<file path="src/rtl/move_stream_if.sv">
// move_stream_if: valid/ready stream carrying one generated position per transfer.
// Ports (master drives, slave receives):
//   out_valid, out_board, out_white_to_move, out_castle_mask, out_en_passant_col, out_index, out_last
//   out_ready (driven by the slave)
interface move_stream_if #(
    parameter int BOARD_WIDTH = 256,
    parameter int INDEX_WIDTH = 6
);
    logic                   out_valid;
    logic                   out_ready;
    logic [BOARD_WIDTH-1:0] out_board;
    logic                   out_white_to_move;
    logic [3:0]             out_castle_mask;
    logic [3:0]             out_en_passant_col;
    logic [INDEX_WIDTH-1:0] out_index;
    logic                   out_last;
    modport master (
        output out_valid, out_board, out_white_to_move, out_castle_mask, out_en_passant_col, out_index, out_last,
        input  out_ready
    );
    modport slave (
        input  out_valid, out_board, out_white_to_move, out_castle_mask, out_en_passant_col, out_index, out_last,
        output out_ready
    );
endinterface

</file>
<file path="src/rtl/move_stream.sv">
// move_stream: walks the all_moves list and streams each position on a valid/ready interface.
module move_stream #(
    parameter int PIECE_WIDTH = 4,
    parameter int BOARD_WIDTH = PIECE_WIDTH * 64,
    parameter int MAX_POSITIONS = 64,
    parameter int MAX_POSITIONS_LOG2 = $clog2(MAX_POSITIONS),
    parameter int RAM_LATENCY = 1
) (
    input  logic                          clk,
    input  logic                          reset,
    input  logic                          start,
    input  logic                          moves_ready,
    input  logic [MAX_POSITIONS_LOG2-1:0] move_count,
    input  logic [BOARD_WIDTH-1:0]        board_in,
    input  logic                          white_to_move_in,
    input  logic [3:0]                    castle_mask_in,
    input  logic [3:0]                    en_passant_col_in,
    output logic [MAX_POSITIONS_LOG2-1:0] move_index,
    output logic                          clear_moves,
    output logic                          busy,
    output logic                          done,
    move_stream_if.master                 stream
);
    localparam int W = MAX_POSITIONS_LOG2;
    localparam logic [1:0] LAT_INIT = 2'(RAM_LATENCY - 1);

    typedef enum logic [2:0] {IDLE, WAIT_READY, FETCH, PRESENT, FINISH, CLEAR_WAIT} state_t;

    state_t       state, state_next;
    logic [W-1:0] cnt;
    logic [1:0]   lat;

    always_comb begin
        state_next  = state;
        busy        = state inside {WAIT_READY, FETCH, PRESENT, FINISH};
        done        = state == FINISH;
`ifdef MOVE_STREAM_AUTO_CLEAR_EN
        clear_moves = state == FINISH;
`else
        clear_moves = 1'b0;
`endif
        case (state)
            IDLE:       state_next = start ? WAIT_READY : IDLE;
            WAIT_READY: state_next = !moves_ready ? WAIT_READY : (move_count == '0) ? FINISH : FETCH;
            FETCH:      state_next = (lat == '0) ? PRESENT : FETCH;
            PRESENT:    state_next = !stream.out_ready ? PRESENT : stream.out_last ? FINISH : FETCH;
`ifdef MOVE_STREAM_AUTO_CLEAR_EN
            FINISH:     state_next = CLEAR_WAIT;
            CLEAR_WAIT: state_next = IDLE;
`else
            FINISH:     state_next = IDLE;
`endif
            default:    state_next = IDLE;
        endcase
    end

    always_ff @(posedge clk) begin
        if (reset) begin
            state                     <= IDLE;
            cnt                       <= '0;
            lat                       <= '0;
            move_index                <= '0;
            stream.out_valid          <= 1'b0;
            stream.out_board          <= '0;
            stream.out_white_to_move  <= 1'b0;
            stream.out_castle_mask    <= '0;
            stream.out_en_passant_col <= '0;
            stream.out_index          <= '0;
            stream.out_last           <= 1'b0;
        end else begin
            state <= state_next;
            case (state)
                WAIT_READY: begin
                    if (moves_ready) begin
                        cnt        <= move_count;
                        move_index <= '0;
                        lat        <= LAT_INIT;
                    end
                end
                FETCH: begin
                    if (lat == '0) begin
                        stream.out_valid          <= 1'b1;
                        stream.out_board          <= board_in;
                        stream.out_white_to_move  <= white_to_move_in;
                        stream.out_castle_mask    <= castle_mask_in;
                        stream.out_en_passant_col <= en_passant_col_in;
                        stream.out_index          <= move_index;
                        stream.out_last           <= move_index == cnt - W'(1);
                    end else begin
                        lat <= lat - 2'd1;
                    end
                end
                PRESENT: begin
                    if (stream.out_ready) begin
                        stream.out_valid <= 1'b0;
                        if (!stream.out_last) begin
                            move_index <= move_index + W'(1);
                            lat        <= LAT_INIT;
                        end
                    end
                end
                default: ;
            endcase
        end
    end
endmodule

</file>
<file path="src/flat_wrapper.sv">
// flat-port wrapper written by rule: the top's interface ports become plain ports
module move_stream_flat 
#(
    parameter int PIECE_WIDTH = 4,
    parameter int BOARD_WIDTH = PIECE_WIDTH * 64,
    parameter int MAX_POSITIONS = 64,
    parameter int MAX_POSITIONS_LOG2 = $clog2(MAX_POSITIONS),
    parameter int RAM_LATENCY = 1
)
  (clk, reset, start, moves_ready, move_count, board_in, white_to_move_in, castle_mask_in, en_passant_col_in, move_index, clear_moves, busy, done, stream_out_valid, stream_out_board, stream_out_white_to_move, stream_out_castle_mask, stream_out_en_passant_col, stream_out_index, stream_out_last, stream_out_ready);
  move_stream_if #(.BOARD_WIDTH(BOARD_WIDTH), .INDEX_WIDTH((6))) stream_i ();
  input  logic clk;
  input  logic reset;
  input  logic start;
  input  logic moves_ready;
  input  logic [MAX_POSITIONS_LOG2-1:0] move_count;
  input  logic [BOARD_WIDTH-1:0] board_in;
  input  logic white_to_move_in;
  input  logic [3:0] castle_mask_in;
  input  logic [3:0] en_passant_col_in;
  output logic [MAX_POSITIONS_LOG2-1:0] move_index;
  output logic clear_moves;
  output logic busy;
  output logic done;
  output wire logic [$bits(stream_i.out_valid)-1:0] stream_out_valid;
  output wire logic [$bits(stream_i.out_board)-1:0] stream_out_board;
  output wire logic [$bits(stream_i.out_white_to_move)-1:0] stream_out_white_to_move;
  output wire logic [$bits(stream_i.out_castle_mask)-1:0] stream_out_castle_mask;
  output wire logic [$bits(stream_i.out_en_passant_col)-1:0] stream_out_en_passant_col;
  output wire logic [$bits(stream_i.out_index)-1:0] stream_out_index;
  output wire logic [$bits(stream_i.out_last)-1:0] stream_out_last;
  input wire logic [$bits(stream_i.out_ready)-1:0] stream_out_ready;
  assign stream_out_valid = stream_i.out_valid;
  assign stream_out_board = stream_i.out_board;
  assign stream_out_white_to_move = stream_i.out_white_to_move;
  assign stream_out_castle_mask = stream_i.out_castle_mask;
  assign stream_out_en_passant_col = stream_i.out_en_passant_col;
  assign stream_out_index = stream_i.out_index;
  assign stream_out_last = stream_i.out_last;
  assign stream_i.out_ready = stream_out_ready;
  move_stream #(.PIECE_WIDTH(PIECE_WIDTH), .BOARD_WIDTH(BOARD_WIDTH), .MAX_POSITIONS(MAX_POSITIONS), .MAX_POSITIONS_LOG2(MAX_POSITIONS_LOG2), .RAM_LATENCY(RAM_LATENCY)) u_core (.clk(clk), .reset(reset), .start(start), .moves_ready(moves_ready), .move_count(move_count), .board_in(board_in), .white_to_move_in(white_to_move_in), .castle_mask_in(castle_mask_in), .en_passant_col_in(en_passant_col_in), .move_index(move_index), .clear_moves(clear_moves), .busy(busy), .done(done), .stream(stream_i));
endmodule
</file>
<file path="config.mk">
export PLATFORM = sky130hd
export DESIGN_NAME = move_stream_flat
export DESIGN_NICKNAME = d
export VERILOG_FILES = /design/src/rtl/move_stream_if.sv /design/src/rtl/move_stream.sv /design/src/flat_wrapper.sv
export SDC_FILE = /design/constraint.sdc
export NUM_CORES = 1
export LEC_CHECK = 0
export CELL_PAD_IN_SITES_DETAIL_PLACEMENT = 0
export CELL_PAD_IN_SITES_GLOBAL_PLACEMENT = 2
export CORE_MARGIN = 5
export CORE_UTILIZATION = 20
export CTS_CLUSTER_SIZE = 10
export DETAILED_ROUTE_END_ITERATION = 7
export GPL_TIMING_DRIVEN = 0
export PLACE_DENSITY_LB_ADDON = 0.1
export SYNTH_ARGS = -nofsm -noshare
export SYNTH_HDL_FRONTEND = slang
export SYNTH_SLANG_ARGS = --single-unit
</file>
<file path="constraint.sdc">
create_clock -name clk -period 1.75 [get_ports clk]
set_clock_uncertainty 0.15 [all_clocks]
set_input_delay 0.35 -clock clk [delete_from_list [all_inputs] [get_ports clk]]
set_output_delay 0.35 -clock clk [all_outputs]
set_load 0.05 [all_outputs]
</file>
# == Yosys cells after proc, flatten, opt, wreduce, memory -nomap -nowiden ==
# Index checks and enable logic that the tools add are counted.
# classes
reduce_logical,12
muxes,19
n_eq_ne,10
n_addsub,3
# ops
op,n
$mux W6,3
$mux W3,4
$pmux W3 S4,1
$pmux W6 S2,1
$ne A2 B2 Y1 const B,5
$mux W2,4
$add A6 B1 Y6 const B,1
$eq A3 B2 Y1 const B,2
$eq A6 B6 Y1,1
$logic_not A6 Y1,1
$pmux W2 S3,1
$sub A6 B1 Y6 const B,1
$reduce_and A5 Y1,1
$mux W1,4
$reduce_and A2 Y1,2
$reduce_and A4 Y1,1
$reduce_bool A2 Y1,2
$reduce_bool A4 Y1,1
$eq A3 B1 Y1 const B,1
$eq A3 B3 Y1 const B,1
$logic_not A3 Y1,1
$reduce_and A3 Y1,1
$reduce_bool A3 Y1,1
$logic_not A2 Y1,1
2 further kinds,2
# totals
in_bits,276
regBits,290
elab_cells,55

# == Logic depth before layout (Yosys ltp) ==
# logic_depth
ltp_word,4
depth_mapped,8

# == Worst setup path after synthesis ==
# OpenSTA, ideal clock, no wires.
# synth_timing
kind,reg2out
start,reg u_core.state[0]
end,out busy
setup_slack_ns,-0.223
stages_incl_launch_ff,4
n_path_buf,1
t_arrival_ns,1.473
cell_sequence,dfxtp_1 > buf_2 > nor2_1 > xnor2_1
# synth_via
elab_chain_cells,2
word_cells_on_any_way,5
# synth_lines
item,line,text
from (decl),move_stream.sv:29,"state_t state, state_next;"
from (signal assigned),move_stream.sv:71,state <= state_next;
$eq A3 B1 Y1 (tied with other cells),move_stream.sv:35,"busy = state inside {WAIT_READY, FETCH, PRESENT, FINISH};"
$reduce_bool A4 Y1 *,move_stream.sv:35,
to (decl),flat_wrapper.sv:23,output logic busy;
# Mark *: on every way between the ends. The rest lies on a longest branch, timed or not.

# == Final worst setup path ==
# Same ends and word-level chain as after synthesis.

==> flow_metrics.env <==
export IMPL_synth_most_common_cell="sky130_fd_sc_hd__nand2_1"
export IMPL_io_pins=558
export IMPL_num_nets_final=2254
export IMPL_synth_top_area_cell="sky130_fd_sc_hd__dfxtp_1"
export IMPL_postSynthRegisterBits=290
export IMPL_multiInputGateArea_mm2=0.00576
export IMPL_final_period_utilization=1.10
export IMPL_synth_edf_count=0
export IMPL_finish_cell_count_without_fillers=2687
export IMPL_clock_insertion_delay_worst_skew_ns=0.54
export IMPL_cp_cell_sequence="buf_8 -> nor2_4 -> xnor2_2 -> buf_6"
export IMPL_least_margin_pin_slew_ns=0.831
export IMPL_postSynthNetCount=1596
export IMPL_holdBufCountCts=0
export IMPL_clock_fmax_mhz=522
export IMPL_slew_headroom=0.446
export IMPL_routed_via_density=4.23
export IMPL_synth_area_leaders="sky130_fd_sc_hd__dfxtp_1, sky130_fd_sc_hd__nand2_1, sky130_fd_sc_hd__a21oi_1, sky130_fd_sc_hd__buf_2, sky130_fd_sc_hd__clkbuf_1"
export IMPL_area_growth_pct=92.2
export IMPL_grt_first_pass_wirelength_um=73400
export IMPL_leakagePower_uw=0.00848
export IMPL_slew_viol_final=0
export IMPL_layout_min_cycle_time_ns=1.92
export IMPL_route_detailed_wl_per_inst_um=19.6
export IMPL_setup_slack_ns=-0.167
export IMPL_final_layout_size_suffix_gt1_frac=0.407
export IMPL_run_status="finished, violations left"
export IMPL_slowest_delay_ns=0.35
export IMPL_rsz0062_at_grt="yes"
export IMPL_core_mm2=0.0515
export IMPL_drtIter0Drc=326
export IMPL_placedInstanceArea_mm2=0.0168
export IMPL_postRouteWirelength_um=52700
export IMPL_groute_usage_overall=0.169
export IMPL_power_uw=18800
export IMPL_crit_slowest_cell="sky130_fd_sc_hd__dfxtp_4"
export IMPL_first_global_vias=11000
export IMPL_drt_first_pass_iters=4
export IMPL_tritoncts_num_buffers=38
export IMPL_cts_sink_count=290
export IMPL_max_clock_path_buffers=3
export IMPL_syn_instance_count=1317
export IMPL_design_area_mm2=0.0200
export IMPL_dp_cells=2552
export IMPL_fill_cells=5404
export IMPL_clock_tree_from_tritoncts="yes"
export IMPL_row_count=83
export IMPL_ir_worst_vdd_mv=0.537
export IMPL_dp_final_hpwl_um=37600
export IMPL_cellPowerDensity_mw_per_mm2=939
export IMPL_drv_max_cap_violation_count=0
export IMPL_postSynth_topFlopCell="sky130_fd_sc_hd__dfxtp_1"
export IMPL_synth_top_cell_area_share=0.557
export IMPL_antenna_left=0
export IMPL_floorplan_initialDensity=0.202
export IMPL_routability_cong=0.818
export IMPL_grt_start_max_net_pins=11
export IMPL_synth_cell_type_count=42
export IMPL_cts_htree_levels=2
export IMPL_arrival_ns=1.42
export IMPL_cts_root_buf="sky130_fd_sc_hd__clkbuf_16"
export IMPL_netlist_area_mm2=0.0104
export IMPL_ys_warnings_count=0
export IMPL_die_width_um=238
export IMPL_worstHoldPathType="input port to register"
export IMPL_report_final_setup_viol=153
export IMPL_critical_path_endpoint_category="output port"
export IMPL_drcViolationCount=0
export IMPL_synth_common_cells="sky130_fd_sc_hd__nand2_1, sky130_fd_sc_hd__dfxtp_1, sky130_fd_sc_hd__a21oi_1"
export IMPL_die_area_mm2=0.0568
export IMPL_ff_latch_area_mm2=0.00582
export IMPL_reg_clk_slew_reported_paths_ns=0.06
export IMPL_mean_area_per_synthesized_cell_um2=7.92
export IMPL_initial_antenna_violation_count=12
export IMPL_fin_worst_hold_slack_ns=0.199
export IMPL_numPortBuffers=555
export IMPL_dr_total_vias=11400
export IMPL_async_reset_ff_frac=0
export IMPL_global_route_overflow_total=0
export IMPL_ys_seq_area_frac=0.557
export IMPL_violations="negative setup slack"
export IMPL_path_max_fanout=2
export IMPL_critical_path_class="register to output port"
export IMPL_die_h_um=238
export IMPL_cp_start_kind="register"
export IMPL_final_core_util=0.389
export IMPL_timing_critical_path_required_ns=1.25
export IMPL_timing_final_hold_violations=0
-- flip-flops by register name, summed over array words and instances, names as in the netlist --
signal                            cells
u_core.stream.out_white_to_move       1
u_core.lat                            2
u_core.cnt                            6
u_core.stream.out_last                1
u_core.stream.out_board             256
u_core.stream.out_en_passant_col      4
u_core.stream.out_castle_mask         4
u_core.stream.out_valid               1
u_core.move_index                     6
u_core.stream.out_index               6
u_core.state                          3
-- metrics by stage --
step | TNS, ns | worst slack, ns
finish | -8.74 | -0.167
CTS | -8.22 | -0.260
floorplan | 0 | 0.00464
detailed placement | -171.57 | -0.777
global placement | -173.75 | -0.840
global route | -26.55 | -0.226
-- power by group --
group | switching, uW | internal [uW] | leakage [uW]
clock network | 3020 | 4600 | 0.000586
logic | 2450 | 1690 | 0.00554
registers | 148 | 6900 | 0.00235
total | 5630 | 13200 | 0.00848
-- critical path, delay by kind of cell, from the launching register on --
family,cells,cell delay [ns]
flops,1,0.35
buf+inv,2,0.31
xor+xnor,1,0.12
simple gates,1,0.09
-- path summary, 6_finish.rpt --
check | depth (start not counted) | to | startpoint | slack (ns)
setup / recovery | 4 | busy | u_core.state[0]$_SDFF_PP0_ | -0.17
hold / removal | 3 | u_core.stream.out_white_to_move$_SDFFE_PP0P_ | white_to_move_in | 0.20
hold reg to reg | 2 | u_core.stream.out_board[230]$_SDFFE_PP0P_ | u_core.stream.out_board[230]$_SDFFE_PP0P_ | 0.30
setup reg to reg | 10 | u_core.stream.out_board[213]$_SDFFE_PP0P_ | u_core.state[2]$_SDFF_PP0_ | -0.12
-- cell type report --
cell class                      count  share of cell area
Sequential cell                   290               0.291
Multi-Input combinational cell    921               0.288
Timing Repair Buffer              620               0.267
Clock buffer                       62              0.0591
Buffer                             98              0.0503
Tap cell                          680              0.0425
Inverter                            6             0.00112
Clock inverter                      3            0.000874
Antenna cell                        7            0.000874
-- cells by family (layout without fill, tap and decap cells) --
kind of cell | Yosys count | after routing | synth area share
flip-flops | 290 | 290 | 0.557
AND/OR/NAND/NOR | 599 | 599 | 0.225
multiplexers | 3 | 3 | 0.00288
XOR/XNOR | 10 | 10 | 0.00840
buffers and inverters | 106 | 789 | 0.0502
adder cells (fa/ha/maj) | 3 | 3 | 0.00360
AO/OA/AOI/OAI | 305 | 305 | 0.153
other | 1 | 8 | 0.000360
-- metal layers --
metal / GRT usage / wire, um / vias up / part of all wire
li1: - / - / 5606 / -
met1: 0.200 / 21300 / 5345 / 0.40
met2: 0.284 / 25800 / 336 / 0.49
met3: 0.0681 / 4420 / 73 / 0.084
met4: 0.0510 / 1040 / 10 / 0.020
met5: 0 / 66 / - / 0.0013
-- cells in the final DEF (no fill, tap or decap), types with 8 or more instances in the layout --
master / count
sky130_fd_sc_hd__a21oi_2: 167
sky130_fd_sc_hd__nor2_1: 10
sky130_fd_sc_hd__clkbuf_1: 41
sky130_fd_sc_hd__dfxtp_2: 9
sky130_fd_sc_hd__buf_8: 24
sky130_fd_sc_hd__buf_2: 269
sky130_fd_sc_hd__nand2_4: 113
sky130_fd_sc_hd__buf_4: 37
sky130_fd_sc_hd__clkbuf_16: 55
sky130_fd_sc_hd__buf_12: 35
sky130_fd_sc_hd__a21oi_1: 113
sky130_fd_sc_hd__buf_6: 24
sky130_fd_sc_hd__clkbuf_8: 8
sky130_fd_sc_hd__nand2_1: 406
sky130_fd_sc_hd__clkdlybuf4s50_1: 274
sky130_fd_sc_hd__dfxtp_1: 280
sky130_fd_sc_hd__nand2_2: 37
-- what timing repair did --
action | in CTS | in global routing
cloned | 17 | 14
endpoints found under the hold margin | 0 | 0
pin swaps | 6 | 251
endpoints found under the setup margin | 566 | 285
buffers inserted | 25 | 24
gates resized for setup | 1575 | 522
(Power assumes the default switching activity.)
